## src/rtl/disp_sched_if.sv

```systemverilog
// Display scheduler bus: mode select, the two display sources and the
// time-shared display/unit-select outputs.
interface disp_sched_if;
  logic [1:0] mode;
  logic [7:0] time_an_n;
  logic [6:0] time_segs_n;
  logic       time_dp_n;
  logic [7:0] temp_an_n;
  logic [6:0] temp_segs_n;
  logic       temp_dp_n;
  logic       cf;
  logic [7:0] an_n;
  logic [6:0] segs_n;
  logic       dp_n;
  logic       src;
  logic [2:0] slot;

  modport master (
    output mode, time_an_n, time_segs_n, time_dp_n,
           temp_an_n, temp_segs_n, temp_dp_n,
    input  cf, an_n, segs_n, dp_n, src, slot
  );

  modport slave (
    input  mode, time_an_n, time_segs_n, time_dp_n,
           temp_an_n, temp_segs_n, temp_dp_n,
    output cf, an_n, segs_n, dp_n, src, slot
  );
endinterface

```

## src/rtl/disp_sched.sv

```systemverilog
// Time-shares one 8-digit seven-segment display between the clock and
// temperature sources on a 6-slot rotation, blanking on every source/unit change.
module disp_sched #(
  parameter int CLKS_PER_SLOT = 200_000_000,
  parameter int BLANK_CLKS    = 100_000
) (
  input  logic         clk,
  input  logic         rst,
  disp_sched_if.slave  bus
);

  localparam int PW = (CLKS_PER_SLOT > 2) ? $clog2(CLKS_PER_SLOT) : 1;
  localparam int BW = (BLANK_CLKS > 0) ? $clog2(BLANK_CLKS + 1) : 1;
  localparam logic [PW-1:0] PRESC_LAST = PW'(CLKS_PER_SLOT - 1);
  localparam logic [BW-1:0] BLANK_LOAD = BW'(BLANK_CLKS);
  localparam logic [2:0]    SLOT_LAST  = 3'd5;

  // Returns {src, cf} for a slot under a given mode.
  function automatic logic [1:0] slot_map(input logic [1:0] mode, input logic [2:0] slot);
    logic [1:0] r;
    case (mode)
      2'b00:   r = 2'b00;
      2'b01:   r = 2'b10;
      2'b10:   r = {slot[0], 1'b0};
      2'b11: begin
        case (slot)
          3'd1, 3'd4: r = 2'b10;
          3'd2, 3'd5: r = 2'b11;
          default:    r = 2'b00;
        endcase
      end
      default: r = 2'b00;
    endcase
    return r;
  endfunction

  logic [1:0]    sync1_q, sync2_q, mode_q, mode_d;
  logic [PW-1:0] presc_q, presc_d;
  logic [2:0]    slot_q, slot_d;
  logic          src_q, src_d, cf_q, cf_d;
  logic [BW-1:0] blank_q, blank_d;
  logic [7:0]    an_q, an_d;
  logic [6:0]    segs_q, segs_d;
  logic          dp_q, dp_d;
  logic          upd_s;
  logic [1:0]    map_s;

  // Next-state: mode detect beats terminal count; blank reloads on src/cf change.
  always_comb begin
    mode_d  = mode_q;
    presc_d = presc_q + PW'(1);
    slot_d  = slot_q;
    upd_s   = 1'b0;
    if (sync2_q != mode_q) begin
      mode_d  = sync2_q;
      presc_d = '0;
      slot_d  = 3'd0;
      upd_s   = 1'b1;
    end else if (presc_q == PRESC_LAST) begin
      presc_d = '0;
      slot_d  = (slot_q == SLOT_LAST) ? 3'd0 : slot_q + 3'd1;
      upd_s   = 1'b1;
    end else begin
      upd_s   = 1'b0;
    end

    map_s = slot_map(mode_d, slot_d);
    if (upd_s) begin
      src_d = map_s[1];
      cf_d  = map_s[0];
    end else begin
      src_d = src_q;
      cf_d  = cf_q;
    end

    if (upd_s && ((src_d != src_q) || (cf_d != cf_q))) begin
      blank_d = BLANK_LOAD;
    end else if (blank_q != '0) begin
      blank_d = blank_q - BW'(1);
    end else begin
      blank_d = blank_q;
    end

    if (blank_q != '0) begin
      an_d   = 8'hFF;
      segs_d = 7'h7F;
      dp_d   = 1'b1;
    end else if (src_q) begin
      an_d   = bus.temp_an_n;
      segs_d = bus.temp_segs_n;
      dp_d   = bus.temp_dp_n;
    end else begin
      an_d   = bus.time_an_n;
      segs_d = bus.time_segs_n;
      dp_d   = bus.time_dp_n;
    end
  end

  // State and output registers.
  always_ff @(posedge clk or posedge rst) begin
    if (rst) begin
      sync1_q <= 2'b00;
      sync2_q <= 2'b00;
      mode_q  <= 2'b00;
      presc_q <= '0;
      slot_q  <= 3'd0;
      src_q   <= 1'b0;
      cf_q    <= 1'b0;
      blank_q <= '0;
      an_q    <= 8'hFF;
      segs_q  <= 7'h7F;
      dp_q    <= 1'b1;
    end else begin
      sync1_q <= bus.mode;
      sync2_q <= sync1_q;
      mode_q  <= mode_d;
      presc_q <= presc_d;
      slot_q  <= slot_d;
      src_q   <= src_d;
      cf_q    <= cf_d;
      blank_q <= blank_d;
      an_q    <= an_d;
      segs_q  <= segs_d;
      dp_q    <= dp_d;
    end
  end

  assign bus.cf     = cf_q;
  assign bus.an_n   = an_q;
  assign bus.segs_n = segs_q;
  assign bus.dp_n   = dp_q;
  assign bus.src    = src_q;
  assign bus.slot   = slot_q;

endmodule

```

## src/flat_wrapper.sv

```systemverilog
// flat-port wrapper written by rule: the top's interface ports become plain ports
module disp_sched_flat 
#(
  parameter int CLKS_PER_SLOT = 200_000_000,
  parameter int BLANK_CLKS    = 100_000
)
  (clk, rst, bus_mode, bus_time_an_n, bus_time_segs_n, bus_time_dp_n, bus_temp_an_n, bus_temp_segs_n, bus_temp_dp_n, bus_cf, bus_an_n, bus_segs_n, bus_dp_n, bus_src, bus_slot);
  disp_sched_if bus_i ();
  input  logic clk;
  input  logic rst;
  input wire logic [$bits(bus_i.mode)-1:0] bus_mode;
  input wire logic [$bits(bus_i.time_an_n)-1:0] bus_time_an_n;
  input wire logic [$bits(bus_i.time_segs_n)-1:0] bus_time_segs_n;
  input wire logic [$bits(bus_i.time_dp_n)-1:0] bus_time_dp_n;
  input wire logic [$bits(bus_i.temp_an_n)-1:0] bus_temp_an_n;
  input wire logic [$bits(bus_i.temp_segs_n)-1:0] bus_temp_segs_n;
  input wire logic [$bits(bus_i.temp_dp_n)-1:0] bus_temp_dp_n;
  output wire logic [$bits(bus_i.cf)-1:0] bus_cf;
  output wire logic [$bits(bus_i.an_n)-1:0] bus_an_n;
  output wire logic [$bits(bus_i.segs_n)-1:0] bus_segs_n;
  output wire logic [$bits(bus_i.dp_n)-1:0] bus_dp_n;
  output wire logic [$bits(bus_i.src)-1:0] bus_src;
  output wire logic [$bits(bus_i.slot)-1:0] bus_slot;
  assign bus_i.mode = bus_mode;
  assign bus_i.time_an_n = bus_time_an_n;
  assign bus_i.time_segs_n = bus_time_segs_n;
  assign bus_i.time_dp_n = bus_time_dp_n;
  assign bus_i.temp_an_n = bus_temp_an_n;
  assign bus_i.temp_segs_n = bus_temp_segs_n;
  assign bus_i.temp_dp_n = bus_temp_dp_n;
  assign bus_cf = bus_i.cf;
  assign bus_an_n = bus_i.an_n;
  assign bus_segs_n = bus_i.segs_n;
  assign bus_dp_n = bus_i.dp_n;
  assign bus_src = bus_i.src;
  assign bus_slot = bus_i.slot;
  disp_sched #(.CLKS_PER_SLOT(CLKS_PER_SLOT), .BLANK_CLKS(BLANK_CLKS)) u_core (.clk(clk), .rst(rst), .bus(bus_i));
endmodule
```

## config.mk

```make
export PLATFORM = sky130hd
export DESIGN_NAME = disp_sched_flat
export DESIGN_NICKNAME = d
export VERILOG_FILES = /design/src/rtl/disp_sched_if.sv /design/src/rtl/disp_sched.sv /design/src/flat_wrapper.sv
export SDC_FILE = /design/constraint.sdc
export NUM_CORES = 1
export LEC_CHECK = 0
export BUFFER_PORTS_ARGS = -buffer_cell sky130_fd_sc_hd__buf_2
export CORE_UTILIZATION = 50
export CTS_BUF_LIST = sky130_fd_sc_hd__clkbuf_4 sky130_fd_sc_hd__clkbuf_8
export CTS_CLUSTER_DIAMETER = 200
export DETAILED_ROUTE_END_ITERATION = 10
export GPL_TIMING_DRIVEN = 0
export PLACE_DENSITY = 0.75
export SYNTH_ARGS = -nofsm -noshare
export SYNTH_HDL_FRONTEND = slang
export SYNTH_SLANG_ARGS = --single-unit
```

## constraint.sdc

```tcl
create_clock -name clk -period 2.1 [get_ports clk]
set_input_delay 0.42 -clock clk [delete_from_list [all_inputs] [get_ports clk]]
set_output_delay 0.42 -clock clk [all_outputs]
set_load 0.05 [all_outputs]
```

# ---- Yosys cells after proc, flatten, opt, wreduce, memory -nomap -nowiden
# Index checks and enable logic that the tools add are counted.
dict set report totals {
  register_bits 72
  inputBits 36
  word_cells 53
}
dict set report classes {
  add_sub_neg 3
  eq_ne 12
  mux 20
  reduce_logical 7
}
# op count
set ops {}
lappend ops {{two-way mux 28 bit} 2}
lappend ops {{two-way mux 17 bit} 2}
lappend ops {{adder 28 x 1 -> 28 bit (second input constant)} 1}
lappend ops {{equality test 28 bit (second input constant)} 1}
lappend ops {{nonzero test 17 bit} 1}
lappend ops {{subtractor 17 x 1 -> 17 bit (second input constant)} 1}
lappend ops {{two-way mux 8 bit} 2}
lappend ops {{two-way mux 7 bit} 2}
lappend ops {{equality test 3 bit (second input constant)} 3}
lappend ops {{two-way mux 3 bit} 3}
lappend ops {{case mux 2 bit (4 select lines)} 1}
lappend ops {{two-way mux 1 bit} 6}
lappend ops {{equality test 2 bit (second input constant)} 2}
lappend ops {{case mux 2 bit (2 select lines)} 1}
lappend ops {{OR reduction 2 bit} 2}
lappend ops {{adder 3 x 1 -> 3 bit (second input constant)} 1}
lappend ops {{equality test 3 x 1 -> 1 bit (second input constant)} 1}
lappend ops {{equality test 3 x 2 -> 1 bit (second input constant)} 1}
lappend ops {{equality test 2 x 1 -> 1 bit (second input constant)} 1}
lappend ops {{logical NOT 2 bit} 1}
lappend ops {{two-way mux 2 bit} 1}
lappend ops {{!= test 1 bit} 2}
lappend ops {{!= test 2 bit} 1}
lappend ops {{nonzero test 2 bit} 1}
lappend ops {{2 further kinds} 2}

# ---- Longest topological paths before layout
# Gate-level depths: netlist of the first run.
dict set report depth {
  ltp_word 13
  mapped_depth 9
}

# ---- Worst setup path before layout of the first run
# No wires, ideal clock.
dict set report synth_path {
  path_kind {register to register}
  start {register u_core.slot_q[0], in the netlist u_core.bus.slot[0]}
  end {register u_core.blank_q[10]}
  setup_time_ns 0.132
  t_arrival_ns 2.220
  setup_slack_ns -0.252
  path_stages_with_launch 8
  period_less_slack_ns 2.352
  cell_sequence {dfrtp_1 xnor2_1 nor4_1 xnor2_1 nand3_1 and3b_4 nor4_4 or3b_1}
}
dict set report synth_via {
  elab_chain_len 13
  elab_cells_between_ends 21
  classes_between {1 x add/sub; 7 x eq/ne; 8 x mux; 5 x reduce/logical}
}
# element line_no
set synth_rtl {}
lappend synth_rtl {{start: declaration} disp_sched.sv:39} ;# logic [2:0] slot_q, slot_d;
lappend synth_rtl {{start signal: assignment} disp_sched.sv:118} ;# slot_q <= slot_d;
lappend synth_rtl {{adder 3 x 1 -> 3 bit / equality test 3 bit (equally long branches)} disp_sched.sv:61} ;# slot_d = (slot_q == SLOT_LAST) ? 3'd0 : slot_q + 3'd1;
lappend synth_rtl {{two-way mux 3 bit} disp_sched.sv:61}
lappend synth_rtl {{two-way mux 3 bit *} disp_sched.sv:59} ;# end else if (presc_q == PRESC_LAST) begin
lappend synth_rtl {{two-way mux 3 bit *} disp_sched.sv:54} ;# if (sync2_q != mode_q) begin
lappend synth_rtl {{equality test 3 x 2 -> 1 bit (tied with other cells)} disp_sched.sv:26} ;# case (slot)
lappend synth_rtl {{OR reduction 2 bit} disp_sched.sv:26}
lappend synth_rtl {{case mux 2 bit (2 select lines)} disp_sched.sv:26}
lappend synth_rtl {{case mux 2 bit (4 select lines) *} disp_sched.sv:21} ;# case (mode)
lappend synth_rtl {{two-way mux 1 bit} disp_sched.sv:68} ;# if (upd_s) begin
lappend synth_rtl {{!= test 1 bit} disp_sched.sv:76} ;# if (upd_s && ((src_d != src_q) || (cf_d != cf_q))) begin
lappend synth_rtl {{logical OR 1 bit *} disp_sched.sv:76}
lappend synth_rtl {{logical AND 1 bit *} disp_sched.sv:76}
lappend synth_rtl {{two-way mux 17 bit / nonzero test 2 bit (equally long branches)} n/a}
lappend synth_rtl {{end signal: assignment} disp_sched.sv:121} ;# blank_q <= blank_d;
lappend synth_rtl {{end: declaration} disp_sched.sv:41} ;# logic [BW-1:0] blank_q, blank_d;
# Every way passes the cells marked *; elsewhere a longest branch is shown, timed or not.
# A chain may end at the register's enable or synchronous reset.

# ---- Final worst setup path of the first run
dict set report layout_path {
  start {register u_core.presc_q[1]}
  end {register u_core.blank_q[10]}
}
dict set report layout_via {
  elab_chain_len 12
  elab_cells_between_ends 21
  classes_between {7 x eq/ne; 9 x mux; 5 x reduce/logical}
}
# element line_no
set layout_rtl {}
lappend layout_rtl {{start: declaration} disp_sched.sv:38} ;# logic [PW-1:0] presc_q, presc_d;
lappend layout_rtl {{start signal: assignment} disp_sched.sv:117} ;# presc_q <= presc_d;
lappend layout_rtl {{equality test 28 bit *} disp_sched.sv:59}
lappend layout_rtl {{two-way mux 3 bit} disp_sched.sv:59}
lappend layout_rtl {{two-way mux 3 bit} disp_sched.sv:54}
lappend layout_rtl {{equality test 3 x 2 -> 1 bit (tied with other cells)} disp_sched.sv:26}
lappend layout_rtl {{OR reduction 2 bit} disp_sched.sv:26}
lappend layout_rtl {{case mux 2 bit (2 select lines)} disp_sched.sv:26}
lappend layout_rtl {{case mux 2 bit (4 select lines)} disp_sched.sv:21}
lappend layout_rtl {{two-way mux 1 bit} disp_sched.sv:68}
lappend layout_rtl {{!= test 1 bit} disp_sched.sv:76}
lappend layout_rtl {{logical OR 1 bit} disp_sched.sv:76}
lappend layout_rtl {{logical AND 1 bit *} disp_sched.sv:76}
lappend layout_rtl {{two-way mux 17 bit / nonzero test 2 bit (equally long branches)} n/a}
# Marks and branches as above.

==> results.md, run 1 <==
- Met2 WL: 3.544 mm
- Fin util: 64.98%
- GRT Util Overall: 20.34%
- Post-synth EDFFs: 0
- Area grow syn2layout: 25.82%
- Post-DR wirelength/cell: 14.11 µm
- Nets: 458
- Worst-margin pin slew: 0.7277 ns
- Seq/Total Area, Yosys: 52.21%
- Status: complete, but fails checks
- Most common cell after layout, fill and taps aside: buf_2
- Clk_skew: 0.01107 ns
- Largest fanout on the critical path: 3
- Largest net degree at the start of global routing: 41
- Core Area: 0.006756 mm²
- Post-route setup TNS: -5.553 ns
- DIE HEIGHT: 85.54 µm
- Yosys reg bits: 72
- PnR worst setup slack: -0.4594 ns
- Pwr/cell area: 741.2 mW/mm²
- Worst EP arrival: 2.78 ns
- Critical Path RT: 2.32 ns
- I/O Buffers: 56
- Class of the worst hold path: in2async
- Commonest non-fill, non-tap cells in the layout: 56 x buf_2, 49 x dfrtp_1, 43 x nor2_1
- # rows: 30
- Yosys Warn Count: 0
- Gate power share: 15.5%
- Syn avg cell area: 10.39 µm²
- Share of flip-flops with an asynchronous set or reset: 100.0%
- FMAX: 0.3907 GHz
- Clock Latency Late Sink: 0.34 ns
- Top sig layer: met4
- ANT cells: 0
- Unique masters post-synth: 46
- Via count: 2744
- Predominant post-synthesis flop cell: dfrtp_1
- Synth Instances: 336
- Vias/cell: 5.434
- Dpl cell area: 0.003896 mm²
- Top delay family on crit path: simple AND/OR/NAND/NOR gates
- Pre-antenna DRT Iters: 4
- Design area: 0.004390 mm²
- DIE AREA: 0.007317 mm²
- Gpl congestion: 0.7907
- Psw: 0.8630 mW
- Setup crit end kind: flop
- H-tree depth: 3
- Final setup viols: 18
- Slew margin rel.: 51.11%
- Antenna-violating nets left: 0
- Max-slew violations: 0
- Sequential fraction of design power: 47.2%
- Clock share of power: 37.3%
- Worst R2R Start: u_core.presc_q[1]$_DFF_PP0_
- Initial antenna violation count: 0
- Met3 WL: 271 µm
- Drt total wl: 7.126 mm
- Layout fillers: 541
- Clock tree buffer depth: 2
- Tcrit/Tclk final: 121.9%
- Startpoint types: flop
- Num CTS Buffers: 9
- Final hold violations: 0
- DP HPWL: 4.676 mm
- Met1 Wirelength: 3.209 mm
- Switching Share: 26.52%
- Failing checks: setup timing
- Clk pin slew, worst setup/hold paths: 0.08 ns
- Final hold slack: 0.1853 ns
- Total Power: 3.254 mW
- Clock Sinks: 72
- TritonCTS clock tree: built
- Crit-path cells: ha_2, and4_1, nand4_1, buf_4, or4_4, nand4_4, and3b_4, nor4_4, buf_4, or3b_1
- Syn nets: 374
- Leak: 1.848 nW
- Crit path launch: u_core.presc_q[1]$_DFF_PP0_
- Clock Tree Root: clkbuf_8
- Die width: 85.54 µm
- FF-to-FF setup slack: -0.46 ns
- Max Cap Viol: 0
- Crit Path Class: reg2reg
- I/O pin count: 57
- Drt drc: 0
- Worst Path Buf+Inv: 2
- Most used cell, CP: buf_4
- Max incr delay on CP: 0.43 ns
- P_int: 2.391 mW
- Vias in the first global route: 2597
- Starting Density: 51.65%
- Tmin final: 2.559 ns
- Share of cells above drive strength 1: 35.29%
- Total grt overflow: 0
- RSZ-0062 raised after global routing: yes
- Maximum VDD drop: 0.5240 mV
- Wire length of the first global-routing pass: 11.64 mm
- Iteration-0 DRC Markers: 154
- Syn Std Cell Area: 0.003490 mm²
- Worst path slowest cell: or4_4
## metrics by stage
stage / setup WS, ns / cells
3_5_place_dp: -0.5550 / 473
3_3_place_gp: -0.5121 / 472
5_1_grt: -0.5562 / 505
6_report: -0.4594 / 505
2_1_floorplan: -0.1905 / 336
4_1_cts: -0.3287 / 497
## sequential cells by signal (all words and copies together) (netlist names)
| register | cells |
|---|---|
| u_core.blank_q | 17 |
| u_core.bus.an_n | 8 |
| u_core.sync2_q | 2 |
| u_core.bus.slot | 3 |
| u_core.bus.src | 1 |
| u_core.bus.dp_n | 1 |
| u_core.sync1_q | 2 |
| u_core.mode_q | 2 |
| u_core.presc_q | 28 |
| u_core.bus.segs_n | 7 |
| u_core.bus.cf | 1 |
## cell usage after synthesis (all sizes together), types with 3 or more instances
cell type	count	share of area [%]
or4	3	0.65
xor2	27	6.8
nand3b	4	0.86
nor4	10	2.8
nand2b	7	1.3
a21oi	11	1.6
nor2	44	4.7
buf	5	0.68
or3	6	1.1
nand3	11	1.6
nand4	7	1.9
and3	7	1.3
dfrtp	56	40
dfstp	16	12
and4	6	1.5
xnor2	12	3.0
mux2i	18	5.2
inv	7	0.75
o21ai	10	1.5
nand2	38	4.1
nor3	7	1.0
clkbuf	5	0.54
## layout make-up
| class | count | area, µm² | share of cell area [%] |
|---|---|---|---|
| Buffer | 9 | 55.05 | 1.254 |
| Inverter | 7 | 30.03 | 0.6840 |
| Clock inverter | 5 | 80.08 | 1.824 |
| Sequential cell | 72 | 1831 | 41.69 |
| Timing Repair Buffer | 74 | 427.9 | 9.746 |
| Multi-Input combinational cell | 247 | 1722 | 39.21 |
| Clock buffer | 11 | 145.1 | 3.306 |
| Tap cell | 80 | 100.1 | 2.280 |
## kinds of logic after synthesis
| group | Yosys count | share of synthesized area (%) |
|---|---|---|
| AOI/OAI and AO/OA | 26 | 4.231 |
| DFF | 72 | 52.20 |
| buffers and inverters | 17 | 1.972 |
| xor gates and xnor gates | 39 | 9.789 |
| adders and majority gates | 2 | 0.7170 |
| and+or+nand+nor | 161 | 25.60 |
| muxes | 19 | 5.486 |
## worst register-to-register path, cell delays in order (launching register included)
cell     delay [ns]
dfrtp_1        0.36
ha_2           0.17
and4_1         0.22
nand4_1        0.19
buf_4          0.20
or4_4          0.43
nand4_4        0.10
and3b_4        0.21
nor4_4         0.05
buf_4          0.15
or3b_1         0.35
## power groups by stage
stage,registers (mW),logic [mW],clock network [mW]
4_1_cts,1.52,0.491,1.24
5_1_grt,1.55,0.570,1.30
3_5_place_dp,1.55,0.469,0
6_report,1.54,0.505,1.21
3_3_place_gp,1.54,0.450,0
2_1_floorplan,1.54,0.347,0
## final timing paths
path	to	cells after the start
min reg2reg	u_core.sync2_q[1]$_DFF_PP0_	0
max in group asynchronous	u_core.bus.slot[0]$_DFF_PP0_	3
max	u_core.blank_q[10]$_DFFE_PP0P_	10
max reg2reg	u_core.blank_q[10]$_DFFE_PP0P_	10
min in group clk	u_core.sync1_q[1]$_DFF_PP0_	1
min	u_core.presc_q[5]$_DFF_PP0_	2
## routing by layer
metal | track usage (%) | vias to the layer above
met5 | 0 | -
met4 | 8.939 | 0
met3 | 4.620 | 8
met2 | 32.22 | 60
met1 | 27.02 | 1344
li1 | - | 1332
## timing repair
action,in CTS,in global routing
hold buffers,0,0
setup endpoints to repair,50,52
pin swaps,7,9
setup buffers,8,9
resized for setup,17,25
No activity file was read; power rests on OpenSTA's default activity.
==> inputs of run 2 (changes only) <==
--- a/config.mk
+++ b/config.mk
@@ -11,7 +11,7 @@
 export CTS_CLUSTER_DIAMETER = 200
 export DETAILED_ROUTE_END_ITERATION = 10
 export GPL_TIMING_DRIVEN = 0
-export PLACE_DENSITY = 0.75
+export PLACE_DENSITY_LB_ADDON = 0.12
 export SYNTH_ARGS = -nofsm -noshare
 export SYNTH_HDL_FRONTEND = slang
 export SYNTH_SLANG_ARGS = --single-unit
==> run 2 against run 1 <==
Compared with the run above: the flow still finishes with violations (setup timing); first-iteration DRC count is 59% lower; critical path depth is 2 lower; highest routed layer unchanged; largest cell class unchanged; sequential cell count stayed put; clock skew is 0.0016 ns lower; setup slack better by 0.082 ns.
==> results.md, run 2 (synthesis gave the netlist of run 1 again) <==
- Status: complete, but fails checks
- Failing checks: setup timing
- Commonest non-fill, non-tap cells in the layout: 57 x buf_2, 53 x dfrtp_1, 42 x nor2_1
- Drt drc: 0 (unchanged)
- Placed Cells: 473 (unchanged)
- Max-slew violations: 0 (unchanged)
- Max FFs per register: 28 (unchanged)
- Post-route setup TNS: -5.006 ns (+0.5465 ns)
- Pwr/cell area: 762.0 mW/mm² (+2.8%)
- Nets: 470 (+2.6%)
- Pre-CTS WS: -0.5550 ns (+0.00005800 ns)
- Clock Sinks: 72 (unchanged)
- Most flops, register: u_core.presc_q
- ANT cells: 0 (unchanged)
- # rows: 30 (unchanged)
- CP Depth: 8 (-2)
- Clock tree buffer depth: 2 (unchanged)
- DP HPWL: 4.591 mm (-1.8%)
- FF-to-FF path depth: 8 (-2)
- I/O pin count: 57 (unchanged)
- Critical Path RT: 2.33 ns (about the same)
- Drt total wl: 7.307 mm (+2.5%)
- DIE AREA: 0.007317 mm² (unchanged)
- RSZ-0062 raised after global routing: yes
- Most common cell after layout, fill and taps aside: buf_2
- Gpl congestion: 0.7798 (-1.4%)
- Post-CTS Hold Buffers: 0 (unchanged)
- Total grt overflow: 0 (unchanged)
- Fin util: 66.89% (+1.9 points)
- Num CTS Buffers: 9 (unchanged)
- Tcrit/Tclk final: 118.0% (-3.9 points)
- Class of the worst hold path: in2reg
- Vias in the first global route: 2686 (+3.4%)
- Starting Density: 51.65% (unchanged)
- Max Cap Viol: 0 (unchanged)
- Hold path startpoint: bus_mode[0]
- Core Area: 0.006756 mm² (unchanged)
- Hold path depth: 1
- Tmin final: 2.477 ns (-0.08207 ns)
- Iteration-0 DRC Markers: 63 (-59%)
- Max incr delay on CP: 0.53 ns (+0.10 ns)
- Startpoint types: flop
- Clock Latency Late Sink: 0.35 ns (about the same)
- Share of cells above drive strength 1: 36.38% (+1.1 points)
- Initial antenna violation count: 0 (unchanged)
- DIE HEIGHT: 85.54 µm (unchanged)
- Worst path slowest cell: or4_4
- Die width: 85.54 µm (unchanged)
- FMAX: 0.4037 GHz (+3.3%)
- PnR worst setup slack: -0.3773 ns (+0.08207 ns)
- Final hold slack: 0.1711 ns (-0.01420 ns)
- Vias/cell: 5.308 (-2.3%)
- Crit path launch: u_core.presc_q[20]$_DFF_PP0_
- Pre-antenna DRT Iters: 4 (unchanged)
- Via count: 2744 (unchanged)
- Clk_skew: 0.009448 ns (-0.001626 ns)
- Wire length of the first global-routing pass: 12.17 mm (+4.6%)
- Clock Tree Root: clkbuf_8
- Worst EP arrival: 2.71 ns (-0.07 ns)
- Worst-margin pin slew: 0.7981 ns (+0.07043 ns)
- Final hold violations: 0 (unchanged)
- Largest fanout on the critical path: 6 (+3)
- Slew margin rel.: 46.68% (-4.4 points)
- Post-DR wirelength/cell: 14.13 µm (+0.16%)
- Antenna-violating nets left: 0 (unchanged)
- Clk pin slew, worst setup/hold paths: 0.08 ns (about the same)
- Maximum VDD drop: 0.4663 mV (-11%)
- Crit-path cells: nor4_4, nand4_4, or4_4, nand4_4, and3b_4, nor4_4, buf_4, or3b_1
- Largest net degree at the start of global routing: 38 (-7.3%)
- TritonCTS clock tree: built
- Setup crit end kind: flop
- Area grow syn2layout: 29.51%
- Leak: 1.934 nW (+4.7%)
- Crit Path Class: reg2reg
- H-tree depth: 3 (unchanged)
- Worst R2R Start: u_core.presc_q[20]$_DFF_PP0_
- Final setup viols: 17 (-1)
- GRT Util Overall: 21.44% (+1.1 points)
- Fin cells: 517 (+2.4%)
- I/O Buffers: 56 (unchanged)
- Top delay family on crit path: simple AND/OR/NAND/NOR gates
- Worst Path Buf+Inv: 1 (-1)
[run 2: cell count changes in the layout (fill, tap and decap cells not counted), moves of 2 or more]
cell / previous run / this run
and4_4: 0 / 2
buf_4: 17 / 25
buf_6: 2 / 6
clkbuf_2: 2 / 0
dfrtp_1: 49 / 53
dfrtp_2: 7 / 3
inv_1: 6 / 4
inv_2: 0 / 2
[run 2: timing repair]
item,CTS,global route
gates resized for setup,19,30
endpoints found under the setup margin,49,42
pin swaps,17,9
cloned,1,0
setup buffers,22,6
[run 2: power breakdown]
group          leakage, nW  switching, mW  total [mW]  internal, mW
sequential           0.893         0.0728        1.53          1.45
clock                0.120          0.508        1.31         0.798
combinational        0.922          0.317       0.611         0.294
[run 2: worst reg2reg max path, stage by stage (launching register included)]
cell,delay [ns]
dfrtp_2,0.43
nor4_4,0.35
nand4_4,0.19
or4_4,0.53
nand4_4,0.09
and3b_4,0.22
nor4_4,0.05
buf_4,0.15
or3b_1,0.34
[run 2: through the flow]
step | instance area [µm²] | total power [mW]
final | 4519 | 3.444
after global routing | 4519 | 3.603
after CTS | 4373 | 3.404
after detailed placement | 3896 | 2.017
after global placement | 3876 | 2.001
after floorplan | 3496 | 1.888
[run 2: layout make-up]
type / instances / area (µm²)
inverters: 7 / 30.03
repair buffers: 86 / 545.5
plain buffers: 9 / 65.06
multi-input cells: 247 / 1714
flip-flops and latches: 72 / 1826
clock buffers: 10 / 131.4
fillers: 526 / 2237
clock inverters: 6 / 107.6
well taps: 80 / 100.1
[run 2: path summary, 6_finish.rpt]
path	end	slack [ns]
max	u_core.blank_q[10]$_DFFE_PP0P_	-0.38
min	u_core.sync1_q[0]$_DFF_PP0_	0.17
max reg2reg	u_core.blank_q[10]$_DFFE_PP0P_	-0.38
min reg2reg	u_core.sync2_q[1]$_DFF_PP0_	0.35
max in group asynchronous	u_core.bus.an_n[2]$_DFF_PP1_	1.19
min in group asynchronous	u_core.presc_q[6]$_DFF_PP0_	0.21
[run 2: per-layer routing]
layer | wire length, µm | track usage, %
met1 | 3286 | 27.34
met2 | 3576 | 34.62
met3 | 284 | 6.064
met4 | 159 | 8.788
met5 | 0 | 0
